## config.mk

```make
export PLATFORM = sky130hd
export DESIGN_NAME = seq_pulse_tx
export DESIGN_NICKNAME = d
export VERILOG_FILES = /design/src/rtl/seq_tx_pkg.sv /design/src/rtl/seq_tx_timer.sv /design/src/rtl/seq_pulse_tx.sv
export SDC_FILE = /design/constraint.sdc
export NUM_CORES = 1
export LEC_CHECK = 0
export BUFFER_PORTS_ARGS = -buffer_cell sky130_fd_sc_hd__buf_2
export CAP_MARGIN = 10
export CORE_UTILIZATION = 34
export DETAILED_ROUTE_END_ITERATION = 8
export PLACE_DENSITY_LB_ADDON = 0.12
export SLEW_MARGIN = 10
export SYNTH_ARGS = -nofsm -noshare
export SYNTH_HDL_FRONTEND = slang
export SYNTH_SLANG_ARGS = --single-unit
```

## constraint.sdc

```tcl
create_clock -name clk -period 1.6 [get_ports clk]
set_input_delay 0.08 -clock clk [delete_from_list [all_inputs] [get_ports clk]]
set_output_delay 0.08 -clock clk [all_outputs]
set_load 0.03 [all_outputs]
```

## src/rtl/seq_tx_pkg.sv

```systemverilog
// Shared types and constants for the A/B symbol pulse transmitter.
package seq_tx_pkg;

    typedef enum logic [1:0] {
        IDLE  = 2'd0,
        PULSE = 2'd1,
        GAP   = 2'd2,
        DONE  = 2'd3
    } state_t;

    localparam logic SYM_A       = 1'b1;
    localparam logic SYM_B       = 1'b0;
    localparam int   SEQ_MAX_LEN = 8;

endpackage

```

## src/rtl/seq_tx_timer.sv

```systemverilog
// Loadable down-counter that holds at zero; the zero flag comes straight off the count flop.
module seq_tx_timer #(
    parameter int CW = 2
) (
    input  logic          clk,
    input  logic          resetn,
    input  logic          i_load,
    input  logic [CW-1:0] i_load_val,
    output logic          o_zero
);

    logic [CW-1:0] r_cnt;

    always_ff @(posedge clk or negedge resetn) begin
        if (!resetn) begin
            r_cnt <= '0;
        end else if (i_load) begin
            r_cnt <= i_load_val;
        end else if (r_cnt != '0) begin
            r_cnt <= r_cnt - 1'b1;
        end
    end

    assign o_zero = (r_cnt == '0);

endmodule

```

## src/rtl/seq_pulse_tx.sv

```systemverilog
// Serialises a shadowed symbol pattern into mutually exclusive A/B pulses,
// each pulse followed by an idle gap, with start/busy/done handshake and abort.
module seq_pulse_tx
    import seq_tx_pkg::*;
#(
    parameter int PULSE_CYC = 1,
    parameter int GAP_CYC   = 2,
    parameter int MAX_LEN   = SEQ_MAX_LEN
) (
    input  logic               clk,
    input  logic               resetn,
    input  logic               i_start,
    input  logic [MAX_LEN-1:0] i_pattern,
    input  logic [3:0]         i_len,
    input  logic               i_abort,
    output logic               o_a_out,
    output logic               o_b_out,
    output logic               o_busy,
    output logic               o_done
);

    localparam int CW = $clog2(((PULSE_CYC > GAP_CYC) ? PULSE_CYC : GAP_CYC) + 1);
    localparam int IW = (MAX_LEN > 1) ? $clog2(MAX_LEN) : 1;
    localparam logic [CW-1:0] PULSE_LD = CW'(PULSE_CYC - 1);
    localparam logic [CW-1:0] GAP_LD   = CW'(GAP_CYC - 1);

    state_t             r_state;
    logic [MAX_LEN-1:0] r_pat;
    logic [IW-1:0]      r_idx;
    logic [IW-1:0]      r_last;
    logic               r_a;
    logic               r_b;
    logic               r_busy;
    logic               r_done;

    logic [3:0]    w_len_sat;
    logic [IW-1:0] w_last;
    logic [IW-1:0] w_nidx;
    logic          w_nsym;
    logic          w_zero;
    logic          w_load;
    logic [CW-1:0] w_load_val;

    assign w_len_sat = (32'(i_len) > MAX_LEN) ? 4'(MAX_LEN) : i_len;
    assign w_last    = IW'(w_len_sat - 4'd1);
    assign w_nidx    = r_idx + 1'b1;
    assign w_nsym    = r_pat[w_nidx];

    // Timer reloads exactly on the edges where the FSM enters PULSE or GAP.
    always_comb begin
        w_load     = 1'b0;
        w_load_val = PULSE_LD;
        case (r_state)
            IDLE:  if (i_start && w_len_sat != 4'd0) w_load = 1'b1;
            PULSE: if (w_zero) begin
                       w_load     = 1'b1;
                       w_load_val = GAP_LD;
                   end
            GAP:   if (w_zero && r_idx != r_last) w_load = 1'b1;
            default: ;
        endcase
    end

    seq_tx_timer #(.CW(CW)) u_timer (
        .clk        (clk),
        .resetn     (resetn),
        .i_load     (w_load),
        .i_load_val (w_load_val),
        .o_zero     (w_zero)
    );

    always_ff @(posedge clk or negedge resetn) begin
        if (!resetn) begin
            r_state <= IDLE;
            r_pat   <= '0;
            r_idx   <= '0;
            r_last  <= '0;
            r_a     <= 1'b0;
            r_b     <= 1'b0;
            r_busy  <= 1'b0;
            r_done  <= 1'b0;
        end else if (i_abort && r_state != IDLE) begin
            r_state <= IDLE;
            r_a     <= 1'b0;
            r_b     <= 1'b0;
            r_busy  <= 1'b0;
            r_done  <= 1'b0;
        end else begin
            case (r_state)
                IDLE: begin
                    if (i_start) begin
                        r_pat  <= i_pattern;
                        r_last <= w_last;
                        r_idx  <= '0;
                        r_busy <= 1'b1;
                        if (w_len_sat != 4'd0) begin
                            r_state <= PULSE;
                            r_a     <= (i_pattern[0] == SYM_A);
                            r_b     <= (i_pattern[0] == SYM_B);
                        end else begin
                            r_state <= DONE;
                            r_done  <= 1'b1;
                        end
                    end
                end
                PULSE: begin
                    if (w_zero) begin
                        r_state <= GAP;
                        r_a     <= 1'b0;
                        r_b     <= 1'b0;
                    end
                end
                GAP: begin
                    if (w_zero) begin
                        if (r_idx == r_last) begin
                            r_state <= DONE;
                            r_done  <= 1'b1;
                        end else begin
                            r_state <= PULSE;
                            r_idx   <= w_nidx;
                            r_a     <= (w_nsym == SYM_A);
                            r_b     <= (w_nsym == SYM_B);
                        end
                    end
                end
                default: begin
                    r_state <= IDLE;
                    r_busy  <= 1'b0;
                    r_done  <= 1'b0;
                end
            endcase
        end
    end

    assign o_a_out = r_a;
    assign o_b_out = r_b;
    assign o_busy  = r_busy;
    assign o_done  = r_done;

endmodule

```

==> results of run 1 <==
through the flow:
stage                     total power, W  setup slack (ns)   util  TNS, ns
after global placement           0.00284           -0.0946  0.449   -0.225
after global routing             0.00413            -0.199  0.527   -0.761
after detailed placement         0.00287            -0.125  0.449   -0.293
after floorplan                  0.00227           -0.0305      -  -0.0586
final                            0.00384            -0.135  0.527   -0.311
after CTS                        0.00339            -0.134  0.478   -0.422
sequential cells by signal, summed over array words and instances (netlist names):
| signal | cells |
|---|---|
| o_a_out | 1 |
| o_b_out | 1 |
| o_busy | 1 |
| o_done | 1 |
| r_idx | 3 |
| r_last | 3 |
| r_pat | 8 |
| r_state | 2 |
| u_timer.r_cnt | 2 |
routing by layer:
metal / up-vias / track usage
met1: 531 / 0.191
met3: 7 / 0.0229
met2: 22 / 0.292
li1: 538 / -
met5: - / 0
met4: 0 / 0.0583
critical path: stages (launching register included):
cell and delay (ns):
dfrtp_2 0.47, inv_4 0.09, ha_4 0.17, and2b_2 0.24, or4_4 0.56, o22ai_2 0.13
kinds of logic after synthesis:
| logic type | count (synthesis) | share of synthesized area |
|---|---|---|
| adders and majority gates | 7 | 0.0651 |
| muxes | 15 | 0.146 |
| DFF | 22 | 0.409 |
| AOI/OAI and AO/OA | 28 | 0.155 |
| and+or+nand+nor | 35 | 0.148 |
| xor gates and xnor gates | 5 | 0.0326 |
| buffers and inverters | 13 | 0.0437 |
what timing repair did:
action	4_1_cts	5_1_grt
gates resized for setup	5	27
pin swaps	3	8
buffers inserted	2	4
endpoints found under the setup margin	4	10
endpoints found under the hold margin	22	0
hold buffers	1	0
placed cells by master, fill, tap and decap left out, types with 2 or more instances in the layout:
| cell | synthesis | layout |
|---|---|---|
| nand2_1 | 12 | 11 |
| o22ai_2 | 1 | 2 |
| mux4_1 | 2 | 2 |
| o31ai_4 | 0 | 2 |
| nor2b_1 | 3 | 3 |
| nand3b_1 | 2 | 2 |
| inv_4 | 0 | 2 |
| dfrtp_2 | 0 | 3 |
| ha_1 | 7 | 2 |
| o22a_1 | 2 | 2 |
| o21ai_1 | 2 | 2 |
| buf_4 | 0 | 19 |
| xnor2_1 | 2 | 2 |
| and2b_2 | 2 | 2 |
| clkbuf_8 | 1 | 3 |
| inv_1 | 11 | 9 |
| buf_6 | 0 | 5 |
| a21oi_1 | 4 | 3 |
| dfrtp_1 | 22 | 19 |
| nor2_1 | 5 | 5 |
| mux2i_1 | 2 | 2 |
| o21ai_0 | 2 | 2 |
| nand2b_1 | 4 | 4 |
| xor2_4 | 0 | 2 |
| buf_2 | 0 | 19 |
| mux2_2 | 10 | 9 |
| ha_4 | 0 | 5 |
| a21oi_2 | 2 | 3 |
worst paths after layout:
| path | start | end | slack [ns] | depth (start not counted) |
|---|---|---|---|---|
| max in group asynchronous | resetn | r_idx[0]$_DFFE_PN0P_ | 0.92 | 2 |
| worst min-delay path | i_pattern[3] | r_pat[3]$_DFFE_PN0P_ | 0.03 | 2 |
| worst min register to register | r_pat[5]$_DFFE_PN0P_ | r_pat[5]$_DFFE_PN0P_ | 0.50 | 1 |
| worst max-delay path | r_state[1]$_DFFE_PN0P_ | o_b_out$_DFFE_PN0P_ | -0.13 | 5 |
| worst max register to register | r_state[1]$_DFFE_PN0P_ | o_b_out$_DFFE_PN0P_ | -0.13 | 5 |
| min in group asynchronous | resetn | o_busy$_DFFE_PN0P_ | 0.31 | 2 |
area by class of cell:
type | instances | area [um^2]
Fill cell | 353 | 1760
Multi-Input combinational cell | 90 | 947
Inverter | 11 | 46.3
Timing Repair Buffer | 44 | 304
Sequential cell | 22 | 554
Clock buffer | 4 | 45.0
Tap cell | 48 | 60.1
power breakdown:
group | internal (W) | total, W | switching (W)
Combinational | 0.00131 | 0.00245 | 0.00114
Sequential | 0.000811 | 0.00102 | 0.000208
Clock | 0.000178 | 0.000371 | 0.000192
==> out/qor.yml, run 1 <==
status:
  outcome: "finished with violations"
  violations: "negative setup slack"
timing:
  drv_slew: 0
  setup_viol: 4
  tightest_slew_ns: 0.504
  fin_ws_ns: -0.135
  hold_viol: 0
  period_share: 1.08
  slew_headroom: 0.664
  hold_ws_ns: 0.0342
  final.min_clock_period_ns: 1.73
  fmax_mhz: 576
  skew_ns: 0.00650
  rsz0062_at_grt: "yes"
clock_network:
  cts-root-buf: "clkbuf_8"
  path_clk_slew_ns: 0.09
  clk_latency_ns: 0.27
  cts_tree: "done"
  h-tree-depth: 1
  max-clock-path-buffers: 2
  clock_sinks: 22
  numCtsBuffers: 3
floorplan:
  io_pins: 20
  std_cell_rows: 22
  core_mm2: 0.00372
  die-area_mm2: 0.00421
  initial_core_util: 0.362
  die_h_um: 64.9
  die_w_um: 64.9
detailed_routing:
  met1_length_mm: 1.27
  routedWlPerCell_um: 14.2
  wirelength_mm: 3.10
  vias: 1098
  drc: 0
  firstDrtPassIters: 4
  top_layer: "met4"
  wl_met3_um: 96
  ant_nets: 0
  drtIter0Drc: 25
  vias_per_cell: 5.01
  wl_met2_mm: 1.68
worst_setup_path:
  cp.required_ns: 1.80
  crit_type: "reg -> reg"
  crit_path_end_kind: "flip-flop"
  crit_fanout: 7
  critPathLaunchType: "flip-flop"
  worstPathArrival_ns: 1.93
final_layout:
  layout-drive-gt1-share: 0.503
  design_area_mm2: 0.00196
  area_growth_syn_to_layout_pct: 45.5
  nets: 195
  n_antenna_cell: 0
  final_cells: 219
power:
  peakVddDrop_uv: 902
  power_density_mw_per_mm2: 1960
  p_leak_nw: 0.841
global_route:
  grt_pass1_vias: 1154
  antenna_found_initial: 0
  grt_pass1_wl_mm: 5.20
  grt_start_max_net_pins: 23
  overflow: 0
  grt_usage: 0.161
yosys:
  syn_area_per_cell_um2: 10.8
  ys_types: 41
  yosysWarnings: 0
  syn-num-nets: 148
  synthArstFlopShare: 1.00
  yosysTopAreaCell: "dfrtp_1"
  syn_inst: 125
  synth_ff_type: "dfrtp_1"
  syn_area_mm2: 0.00135
  ys_seq_elements: 22
  netlist_top_cells_count: "dfrtp_1, nand2_1, inv_1"
  synth.top_cells.by_area: "dfrtp_1, mux2_2, ha_1"
  synth_top_area_share: 0.409
  synth-edff-count: 0
  yosysSeqAreaShare: 0.409
  yosysMostFrequentCell: "dfrtp_1"
placed_design:
  place_inst: 209
  dpl.hpwl_mm: 2.14
  gp_congestion: 0.759
  portBuffers: 19
  postPlaceCellArea_mm2: 0.00167
hold_path:
  hold_class: "in -> reg"
job:
  maxCapViolCount: 0
Note: power is estimated with default switching activity, not from simulation.
==> run 2: changes to the inputs <==
- ABC_AREA: not set -> 1
==> out/qor.yml, run 2 <==
floorplan:
  die-area_mm2: 0.00431  # +2.3%
  io_pins: 20  # unchanged
  initial_core_util: 0.365  # +0.00301
  die_w_um: 65.6  # +1.1%
  std_cell_rows: 22  # unchanged
  die_h_um: 65.6  # +1.1%
  core_mm2: 0.00377  # +1.5%
power:
  power_density_mw_per_mm2: 2120  # +7.9%
  peakVddDrop_uv: 769  # -15%
  p_leak_nw: 0.890  # +5.9%
yosys:
  syn-num-nets: 209  # +41%
  syn_inst: 186  # +49%
  synthArstFlopShare: 1.00  # unchanged
  netlist_top_cells_count: "nand2_1, inv_1, dfrtp_1"
  yosysTopAreaCell: "dfrtp_1"
  synth_ff_type: "dfrtp_1"
  synth_top_area_share: 0.400  # -0.00930
  yosysSeqAreaShare: 0.400  # -0.00930
  synth.top_cells.by_area: "dfrtp_1, nand2_1, inv_1"
  syn_area_per_cell_um2: 7.40  # -31%
  ys_types: 22  # -46%
  synth-edff-count: 0  # unchanged
  ys_seq_elements: 22  # unchanged
  syn_area_mm2: 0.00138  # +2.3%
  yosysMostFrequentCell: "nand2_1"
  yosysWarnings: 0  # unchanged
worst_setup_path:
  crit_type: "reg -> reg"
  crit_fanout: 6  # -1
  critPathLaunchType: "flip-flop"
  crit_path_end_kind: "flip-flop"
  worstPathArrival_ns: 1.68  # -0.25 ns
  cp.required_ns: 1.82  # +0.02 ns
  r2r_cells: 9  # +4
global_route:
  grt_pass1_vias: 1192  # +3.3%
  grt_start_max_net_pins: 23  # unchanged
  antenna_found_initial: 0  # unchanged
  overflow: 0  # unchanged
  grt_pass1_wl_mm: 5.22  # +0.54%
  grt_usage: 0.156  # -0.00538
detailed_routing:
  vias: 1192  # +8.6%
  ant_nets: 0  # unchanged
  drc: 0  # unchanged
  vias_per_cell: 4.53  # -9.6%
  firstDrtPassIters: 4  # unchanged
  routedWlPerCell_um: 11.0  # -22%
  wirelength_mm: 2.91  # -6.3%
  drtIter0Drc: 67  # +170%
timing:
  skew_ns: 0.00254  # -0.00396 ns
  drv_slew: 0  # unchanged
  fmax_mhz: 682  # +18%
  setup_viol: 0  # -4
  hold_viol: 0  # unchanged
  rsz0062_at_grt: "no"
  final.min_clock_period_ns: 1.47  # -0.270 ns
  period_share: 0.916  # -0.168
  fin_ws_ns: 0.135  # +0.270 ns
  hold_ws_ns: 0.0142  # -0.0201 ns
  tightest_slew_ns: 0.512  # +0.00748 ns
  slew_headroom: 0.659  # -0.00499
clock_network:
  cts_tree: "done"
  path_clk_slew_ns: 0.09  # about the same
  clock_sinks: 22  # unchanged
  clk_latency_ns: 0.27  # about the same
  numCtsBuffers: 3  # unchanged
  h-tree-depth: 1  # unchanged
  max-clock-path-buffers: 2  # unchanged
  cts-root-buf: "clkbuf_8"
final_layout:
  layout_commonest_cell: "nand2_1"
  top_register: "r_pat"
  final_cells: 263  # +20%
  nets: 239  # +23%
  n_antenna_cell: 0  # unchanged
  largest_reg_flops: 8  # unchanged
  area_growth_syn_to_layout_pct: 22.2
  layout_common_cells: "nand2_1, inv_1, dfrtp_1"
  layout-drive-gt1-share: 0.256  # -0.247
  top_regs: "r_pat: 8 flops, r_idx: 3 flops, r_last: 3 flops"
status:
  outcome: "completed"
placed_design:
  pre_cts_slack_ns: -0.0228  # +0.102 ns
  dpl.hpwl_mm: 2.24  # +4.5%
  place_inst: 256  # +22%
  gp_congestion: 0.828  # +9.0%
  portBuffers: 19  # unchanged
job:
  maxCapViolCount: 0  # unchanged
hold_path:
  hold_path_depth: 3  # +1
  hold_class: "in -> reg"
-- run 2: cell count changes after synthesis, moves of 6 or more --
cell     before  now
inv_1        11   25
inv_2         0    6
mux2_2       10    0
nand2_1      12   59
nand2_2       0    6
nand3_1       0   14
o21ai_1       2   10
-- run 2: critical path: stages (launching register included) --
cell,delay (ns)
dfrtp_2,0.43
buf_4,0.15
ha_4,0.18
nand2_1,0.10
nand3_1,0.11
nand3_2,0.10
nand3_2,0.10
nor2_2,0.11
nand3_1,0.07
nand2_1,0.06
-- run 2: report_power, final --
group | switching [W] | total, W | internal, W
Combinational | 0.00127 | 0.00209 | 0.000812
Clock | 0.000209 | 0.000544 | 0.000335
Sequential | 0.000120 | 0.000935 | 0.000815
Total | 0.00160 | 0.00357 | 0.00196
-- run 2: through the flow --
step / TNS (ns) / utilization / area [um^2] / total power [W]
5_1_grt: 0 / 0.446 / 1680 / 0.00393
4_1_cts: 0 / 0.436 / 1640 / 0.00351
2_1_floorplan: 0 / - / 1380 / 0.00243
3_5_place_dp: -0.0437 / 0.413 / 1560 / 0.00293
6_report: 0 / 0.446 / 1680 / 0.00357
3_3_place_gp: 0 / 0.413 / 1560 / 0.00290
-- run 2: cells by family (layout without fill, tap and decap cells) --
group / Yosys count / after routing / synth area share
AO/OA/AOI/OAI: 24 / 24 / 0.0909
flip-flops: 22 / 22 / 0.400
adder cells (fa/ha/maj): 7 / 7 / 0.0636
buffers and inverters: 35 / 64 / 0.100
AND/OR/NAND/NOR: 94 / 94 / 0.320
XOR/XNOR: 4 / 4 / 0.0255
-- run 2: routing by layer --
layer / vias up / global-route usage / part of all wire
met5: - / 0 / 0
met4: 0 / 0.0489 / 0.014
met3: 5 / 0.0226 / 0.025
met2: 16 / 0.245 / 0.42
met1: 532 / 0.217 / 0.54
li1: 639 / - / -
-- run 2: worst paths after layout --
check / from / endpoint / slack, ns
worst max-delay path: r_state[1]$_DFFE_PN0P_ / o_b_out$_DFFE_PN0P_ / 0.13
worst min-delay path: i_pattern[5] / r_pat[5]$_DFFE_PN0P_ / 0.01
worst max register to register: r_state[1]$_DFFE_PN0P_ / o_b_out$_DFFE_PN0P_ / 0.13
worst min register to register: o_busy$_DFFE_PN0P_ / o_busy$_DFFE_PN0P_ / 0.49
max in group asynchronous: resetn / r_state[1]$_DFFE_PN0P_ / 0.93
min in group asynchronous: resetn / r_pat[4]$_DFFE_PN0P_ / 0.30
-- run 2: timing repair --
item / CTS / global route
setup endpoints to repair: 2 / 8
hold buffers: 1 / 0
resized for setup: 1 / 5
endpoints found under the hold margin: 22 / 0
setup buffers: 0 / 2
-- run 2: area by class of cell --
type,count,area [um^2]
multi-input combinational,129,713
timing repair buffer,28,165
tap,48,60.1
inverter,32,120
clock buffer,3,41.3
clock inverter,1,30.0
fill,380,2090
sequential,22,552
